## config.mk

```make
export PLATFORM = sky130hd
export DESIGN_NAME = if_id_hazard_ctrl
export DESIGN_NICKNAME = d
export VERILOG_FILES = /design/src/rtl/if_id_hazard_ctrl.sv
export SDC_FILE = /design/constraint.sdc
export NUM_CORES = 1
export LEC_CHECK = 0
export ABC_AREA = 1
export CAP_MARGIN = 0
export CORE_AREA = 2 2 39 41
export CTS_BUF_LIST = sky130_fd_sc_hd__clkbuf_8 sky130_fd_sc_hd__clkbuf_16
export DETAILED_ROUTE_END_ITERATION = 8
export DIE_AREA = 0 0 41 43
export PLACE_DENSITY = 0.74
export SLEW_MARGIN = 20
export SYNTH_ARGS = -nofsm -noshare
export SYNTH_HDL_FRONTEND = slang
export SYNTH_SLANG_ARGS = --single-unit
```

## constraint.sdc

```tcl
create_clock -name clk -period 2.2 [get_ports clk]
set_input_delay 0.55 -clock clk [delete_from_list [all_inputs] [get_ports clk]]
set_output_delay 0.55 -clock clk [all_outputs]
set_load 0.1 [all_outputs]
```

## src/rtl/if_id_hazard_ctrl.sv

```systemverilog
// PC / IF-ID / ID-EX sequencing for load-use, branch redirect, IMEM wait and halt.
// Optional PIPE_PERF_CNT_EN adds saturating stall/flush event counters.
module if_id_hazard_ctrl #(
  parameter int FLUSH_CYCLES = 2,
  parameter int REG_W        = 5
) (
  input  logic             clk,
  input  logic             reset_n,
  input  logic [REG_W-1:0] id_rs1,
  input  logic [REG_W-1:0] id_rs2,
  input  logic             id_uses_rs2,
  input  logic             ex_mem_read,
  input  logic [REG_W-1:0] ex_rd,
  input  logic             branch_taken,
  input  logic             imem_ready,
  input  logic             halt_req,
  output logic             pc_write,
  output logic             if_id_write,
  output logic             if_id_flush,
  output logic             id_ex_bubble,
`ifdef PIPE_PERF_CNT_EN
  output logic [31:0]      stall_cnt,
  output logic [31:0]      flush_cnt,
`endif
  output logic [1:0]       state_o
);

  localparam int CNT_W = (FLUSH_CYCLES > 1) ? $clog2(FLUSH_CYCLES) : 1;
  localparam logic [CNT_W-1:0] CNT_RELOAD = CNT_W'(FLUSH_CYCLES - 1);

  typedef enum logic [1:0] {
    ST_RUN   = 2'd0,
    ST_WAIT  = 2'd1,
    ST_FLUSH = 2'd2,
    ST_HALT  = 2'd3
  } state_e;

  state_e           state_q, state_d;
  logic [CNT_W-1:0] cnt_q, cnt_d;
  logic             lu;
  logic             pc_w_c, ifw_c, flush_c, bubble_c;

  assign lu = ex_mem_read && (ex_rd != '0) &&
              ((ex_rd == id_rs1) || (id_uses_rs2 && (ex_rd == id_rs2)));

  always_comb begin
    state_d  = state_q;
    cnt_d    = cnt_q;
    pc_w_c   = 1'b0;
    ifw_c    = 1'b0;
    flush_c  = 1'b0;
    bubble_c = 1'b1;
    if (branch_taken) begin
      // Redirect wins in every state; the branch cycle itself is the first flush cycle.
      pc_w_c  = 1'b1;
      flush_c = 1'b1;
      cnt_d   = CNT_RELOAD;
      state_d = (CNT_RELOAD != '0) ? ST_FLUSH : ST_RUN;
    end else begin
      case (state_q)
        ST_FLUSH: begin
          // Flush must complete before a halt is honoured, else a wrong-path op survives.
          flush_c = 1'b1;
          pc_w_c  = imem_ready;
          if (imem_ready) begin
            if (cnt_q <= CNT_W'(1)) begin
              cnt_d   = '0;
              state_d = ST_RUN;
            end else begin
              cnt_d = cnt_q - CNT_W'(1);
            end
          end
        end
        ST_HALT: begin
          if (!halt_req) state_d = ST_RUN;
        end
        default: begin
          if (halt_req) begin
            state_d = ST_HALT;
          end else if (!imem_ready) begin
            state_d = ST_WAIT;
          end else begin
            state_d = ST_RUN;
            if (!lu) begin
              pc_w_c   = 1'b1;
              ifw_c    = 1'b1;
              bubble_c = 1'b0;
            end
          end
        end
      endcase
    end
  end

  always_ff @(posedge clk or negedge reset_n) begin
    if (!reset_n) begin
      state_q <= ST_RUN;
      cnt_q   <= '0;
    end else begin
      state_q <= state_d;
      cnt_q   <= cnt_d;
    end
  end

  assign pc_write     = reset_n & pc_w_c;
  assign if_id_write  = reset_n & ifw_c;
  assign if_id_flush  = ~reset_n | flush_c;
  assign id_ex_bubble = ~reset_n | bubble_c;
  assign state_o      = state_q;

`ifdef PIPE_PERF_CNT_EN
  logic [31:0] stall_cnt_q, flush_cnt_q;

  always_ff @(posedge clk or negedge reset_n) begin
    if (!reset_n) begin
      stall_cnt_q <= '0;
      flush_cnt_q <= '0;
    end else begin
      if (!pc_write && !if_id_flush && (stall_cnt_q != '1)) stall_cnt_q <= stall_cnt_q + 32'd1;
      if (if_id_flush && (flush_cnt_q != '1)) flush_cnt_q <= flush_cnt_q + 32'd1;
    end
  end

  assign stall_cnt = stall_cnt_q;
  assign flush_cnt = flush_cnt_q;
`endif

endmodule
```

==> results.py, run 1 <==
metrics = {
    "grt": {
        "antenna_found_initial": 0,
        "grt_max_degree": 5,
        "grt_pass1_wl_um": 1870,
        "overflow": 0,
        "groute.usage.overall_pct": 15.7,
        "grt_pass1_vias": 527,
    },
    "sta": {
        "drv_slew": 0,
        "max_slew_margin_pct": 81.6,
        "tightest_slew_ps": 278,
        "setup_slack_ps": 57.3,
        "min_period_ps": 2140,
        "post-route-period-util_pct": 97.4,
        "setup_violations": 0,
        "finalHoldViolations": 0,
        "hold_slack_ps": 624,
        "fmax_mhz": 467,
        "finClkSkew_ps": 3.31,
    },
    "setup_path": {
        "required_ps": 1650,
        "reg2reg_depth": 4,
        "cp-start-kind": "primary input",
        "cp_num_cells": 11,
        "critPathKind": "primary input to primary output",
        "cp_common_cell": "nand2_1",
        "crit_chain": "clkdlybuf4s15_1 > inv_1 > nand2_1 > nand2_1 > nor2_1 > nand3_1 > nand2_1 > nand2_2 > nand2_2 > a21oi_4 > buf_12",
        "crit_slowest_cell": "clkdlybuf4s15_1",
        "cp.arrival_ps": 1590,
        "critPathCaptureType": "primary output",
        "worst-path-buf-inv": 3,
        "crit_family": "buffers and inverters",
        "worstPathMaxFanout": 2,
        "cpPeakStageDelay_ps": 190,
    },
    "cts": {
        "clockRootBuffer": "clkbuf_8",
        "cts_buffers": 3,
        "cts_tree": "yes",
        "htreeDepth": 1,
        "clkTransAtPathRegs_ps": 30,
        "hold_buffers": 0,
        "cts_buffer_depth": 2,
        "insertion_delay_ps": 210,
        "clkSinkCount": 2,
    },
    "min_path": {
        "holdCritPathClass": "flop to flop",
        "holdPathStages": 2,
    },
    "pwr": {
        "p_switching_uw": 135,
        "internal_power_uw": 220,
        "cellPowerDensity_nw_per_um2": 454,
        "leakage_uw": 0.000456,
        "p_clk_share_pct": 41.1,
        "pwr-share-seq_pct": 12.8,
        "total_power_uw": 355,
        "ir_drop_mv": 0.410,
        "swShare_pct": 38.1,
        "combinationalPowerShare_pct": 46.1,
    },
    "finish": {
        "final_cell_mix": "nand2_1 (22), inv_1 (14), nand2_2 (8), clkbuf_2 (8), buf_4 (8)",
        "finish.instance_area_um2": 782,
        "drive_above_1_share_pct": 45.5,
        "nets": 134,
        "synthToLayoutAreaGrowth_pct": 111,
        "layout_commonest_cell": "nand2_1",
        "n_antenna_cell": 0,
        "utilization_pct": 56.5,
        "largest_reg_flops": 2,
    },
    "placement": {
        "hpwl_um": 951,
        "io_buffers": 27,
        "placed_area_um2": 773,
        "place_ws_ps": -317,
        "gp_congestion": 0.622,
    },
    "routing": {
        "vias": 558,
        "drt_iter0_markers": 2,
        "drc": 0,
        "drtAntennaViolNets": 0,
        "wl_per_cell_um": 9.20,
        "vias_per_cell": 4.43,
        "first_pass_iters": 2,
        "wirelength_um": 1160,
    },
    "synthesis": {
        "syn_nets": 97,
        "ys_types": 16,
        "yosysWarnings": 0,
        "syn-cell-area_um2": 370,
        "synth-seq-area-share_pct": 13.5,
        "avgSynthCellArea_um2": 4.94,
        "synthCells": 75,
        "ys_seq_elements": 2,
    },
    "run_status": {
        "status": "finished clean",
    },
    "floorplanning": {
        "start_util_pct": 26.8,
        "dieArea_um2": 1760,
        "io_pins": 28,
        "die_h_um": 43,
        "core_area_um2": 1380,
        "die_w_um": 41,
        "num_rows": 14,
    },
    "job": {
        "cap_violations": 0,
    },
}
## cells in the mapped netlist (all sizes together)
master / number / share of area (%)
a21oi: 2 / 3.7
dfrtp: 2 / 14
inv: 21 / 21
nand2: 30 / 31
nand3: 3 / 4.1
nand4: 3 / 6.8
nor2: 7 / 7.1
nor3: 1 / 2.7
o211ai: 1 / 2.0
o21ai: 4 / 5.4
xnor2: 1 / 2.4
## logic make-up (layout without fill, tap and decap cells)
group	count (synthesis)	count (layout)	synth area share, %
flip-flops	2	2	13.5
AND/OR/NAND/NOR	44	44	51.7
AO/OA/AOI/OAI	7	7	11.1
XOR/XNOR	1	1	2.37
buffers and inverters	21	56	21.3
## power groups by stage
stage	Sequential (uW)	Combinational [uW]	Clock (uW)
detailed placement	45.9	171	0
CTS	45.5	164	153
floorplan	68.1	68.9	0
global placement	45.7	169	0
finish	45.5	164	146
global route	46.2	177	150
## cell type report
type	instances	area (um^2)
inverters	21	88.8
fillers	149	602
repair buffers	32	284
flip-flops and latches	2	55.1
clock buffers	3	41.3
multi-input cells	52	293
well taps	16	20.0
## metal layers
| metal | track usage (%) | share of wire [%] |
|---|---|---|
| met1 | 15.7 | 37 |
| met3 | 4.19 | 10 |
| met4 | 10.0 | 0 |
| met5 | 0 | 0 |
| met2 | 26.6 | 53 |
## worst paths after layout
| kind | start | end | slack [ps] |
|---|---|---|---|
| setup / recovery | id_rs2[1] | pc_write | 60 |
| hold / removal | state_o[0] | state_o[0] | 620 |
| setup reg to reg | state_o[1] | state_o[1] | 1200 |
| hold reg to reg | state_o[0] | state_o[0] | 620 |
| max in group asynchronous | reset_n | state_o[0] | 1350 |
| min in group asynchronous | reset_n | state_o[1] | 750 |
## stage by stage
stage | setup TNS, ps | std cells
3_3_place_gp | -769 | 123
2_1_floorplan | 0 | 75
5_1_grt | -4.42 | 126
4_1_cts | 0 | 126
6_report | 0 | 126
3_5_place_dp | -841 | 123
## what timing repair did
action,in CTS,in global routing
setup endpoints to repair,3,3
resized for setup,33,35
setup buffers,0,0
pin swaps,14,18
## worst register-to-register path, delay by kind of cell, from the launching register on
family	cells	cell delay (ps)
compound gates	1	180
flops	1	430
buf+inv	2	160
simple gates	1	140
Note: power is estimated with default switching activity, not from simulation.
==> run 2: changes to the inputs <==
Settings changed: PLACE_DENSITY 0.74 to 0.68.
==> run 2 against run 1 <==
Effect of this change:
- global-route usage is 1.9 points lower
- clock power is 3% lower
- via count down 3.9%
- cell area decreased by 3.2%
- setup slack worse by 9.1 ps
- combinational power is 4% lower
- core utilization down 1.8 points
- die area unchanged
- power down 3.1%
- sequential share of layout area is 0.23 points higher
- critical path type unchanged
- largest cell class unchanged
==> results.py, run 2 (synthesized netlist as in run 1, its figures left out) <==
metrics = {
    "cts": {
        "cts_buffers": 3,
        "clockRootBuffer": "clkbuf_8",
        "cts_buffer_depth": 2,
        "clkTransAtPathRegs_ps": 30,
        "clkSinkCount": 2,
        "hold_buffers": 0,
        "cts_tree": "yes",
        "cts_setup_buffers": 0,
        "insertion_delay_ps": 210,
        "htreeDepth": 1,
    },
    "pwr": {
        "ir_drop_mv": 0.470,
        "p_clk_share_pct": 41.0,
        "combinationalPowerShare_pct": 45.7,
        "total_power_uw": 344,
        "leakage_uw": 0.000449,
        "internal_power_uw": 216,
        "pwr-share-seq_pct": 13.3,
        "cellPowerDensity_nw_per_um2": 455,
        "p_switching_uw": 128,
        "swShare_pct": 37.3,
    },
    "setup_path": {
        "worstPathMaxFanout": 2,
        "crit_family": "buffers and inverters",
        "ff2ff_setup_slack_ps": 1180,
        "crit_chain": "dlygate4sd2_1 > xnor2_1 > nand3_1 > nand2_1 > nand2_2 > nand2_2 > a21oi_4 > buf_12",
        "cp_common_cell": "nand2_2",
        "crit_slowest_cell": "dlygate4sd2_1",
        "worst-path-buf-inv": 2,
        "cp.arrival_ps": 1600,
        "required_ps": 1650,
        "cp-start-kind": "primary input",
        "critPathCaptureType": "primary output",
        "critPathKind": "primary input to primary output",
        "reg2reg_depth": 4,
        "cpPeakStageDelay_ps": 240,
        "startpoint": "id_rs1[2]",
        "rr_startpoint": "state_o[1]",
        "reg2reg_to": "state_o[1]",
    },
    "sta": {
        "finalHoldViolations": 0,
        "post-route-period-util_pct": 97.8,
        "rsz0062_at_grt": "no",
        "fmax_mhz": 465,
        "max_slew_margin_pct": 81.6,
        "finClkSkew_ps": 0.0290,
        "tightest_slew_ps": 279,
        "min_period_ps": 2150,
        "setup_violations": 0,
        "drv_slew": 0,
    },
    "routing": {
        "vias": 536,
        "drt_iter0_markers": 7,
        "drtAntennaViolNets": 0,
        "drc": 0,
        "wirelength_um": 1120,
        "vias_per_cell": 4.29,
        "first_pass_iters": 2,
        "wl_per_cell_um": 8.95,
    },
    "finish": {
        "finish.instance_area_um2": 757,
        "drive_above_1_share_pct": 37.6,
        "largest_reg_flops": 2,
        "synthToLayoutAreaGrowth_pct": 104,
        "final_cell_mix": "nand2_1 (27), inv_1 (14), nor2_1 (7), clkbuf_2 (7)",
        "utilization_pct": 54.7,
        "layout_commonest_cell": "nand2_1",
        "nets": 133,
        "n_antenna_cell": 0,
    },
    "min_path": {
        "whs_endpoint": "state_o[0]",
        "holdPathStages": 2,
        "holdCritPathClass": "flop to flop",
        "hp-start": "state_o[0]",
    },
    "floorplanning": {
        "start_util_pct": 26.8,
        "core_area_um2": 1380,
        "io_pins": 28,
        "die_h_um": 43,
        "num_rows": 14,
        "dieArea_um2": 1760,
        "die_w_um": 41,
    },
    "placement": {
        "hpwl_um": 919,
        "gp_congestion": 0.749,
        "placed_area_um2": 766,
        "io_buffers": 27,
    },
    "grt": {
        "overflow": 0,
        "antenna_found_initial": 0,
        "groute.usage.overall_pct": 13.8,
        "grt_max_degree": 5,
        "grt_pass1_wl_um": 1700,
        "grt_pass1_vias": 498,
    },
    "job": {
        "cap_violations": 0,
    },
    "run_status": {
        "status": "finished clean",
    },
}
==> run 2: metal layers <==
layer,GRT usage [%],vias to the layer above,share of wire [%]
met5,0,-,0
met4,6.00,0,0
met3,2.09,0,9.5
met2,25.9,21,53
met1,13.4,222,37
li1,-,293,-
==> run 2: cell type report <==
type                    count  area (um^2)
multi-input cells          52          278
inverters                  21         86.3
fillers                   145          627
clock buffers               3         41.3
well taps                  16         20.0
repair buffers             31          277
flip-flops and latches      2         55.1
==> run 2: how the worst max path moves through the flow <==
| stage | end | cells past startpoint |
|---|---|---|
| 2_1_floorplan | if_id_write | 9 |
| 3_3_place_gp | pc_write | 10 |
| 3_5_place_dp | pc_write | 10 |
| 4_1_cts | pc_write | 11 |
| 5_1_grt | pc_write | 11 |
| 6_report | pc_write | 8 |
==> run 2: power groups by stage <==
stage	sequential [uW]	combinational (uW)	clock, uW
after global routing	46.0	168	150
after CTS	45.6	163	146
after floorplan	68.1	68.9	0
after global placement	45.9	168	0
after detailed placement	46.0	169	0
final	45.7	157	141
==> run 2: worst register-to-register path, stage by stage (launching register included) <==
cell and delay [ps]:
dfrtp_4 430, inv_1 80, nor2_1 150, inv_1 90, o211ai_1 170
==> run 2: timing repair <==
action / in CTS / in global routing
pin swaps: 15 / 12
gates resized for setup: 32 / 23
endpoints found under the setup margin: 3 / 3
==> run 2: through the flow <==
stage / instances / setup WS [ps] / TNS [ps] / hold WS (ps)
floorplan: 75 / 9.64 / 0 / 254
global placement: 122 / -313 / -828 / 594
detailed placement: 122 / -311 / -826 / 608
CTS: 125 / 5.84 / 0 / 615
global route: 125 / 4.95 / 0 / 640
finish: 125 / 48.2 / 0 / 621
==> run 3: changes to the inputs <==
Settings changed: HOLD_SLACK_MARGIN set to 0.02.
==> results of run 3 <==
Final layout, timing and power as in run 2 (identical DEF).
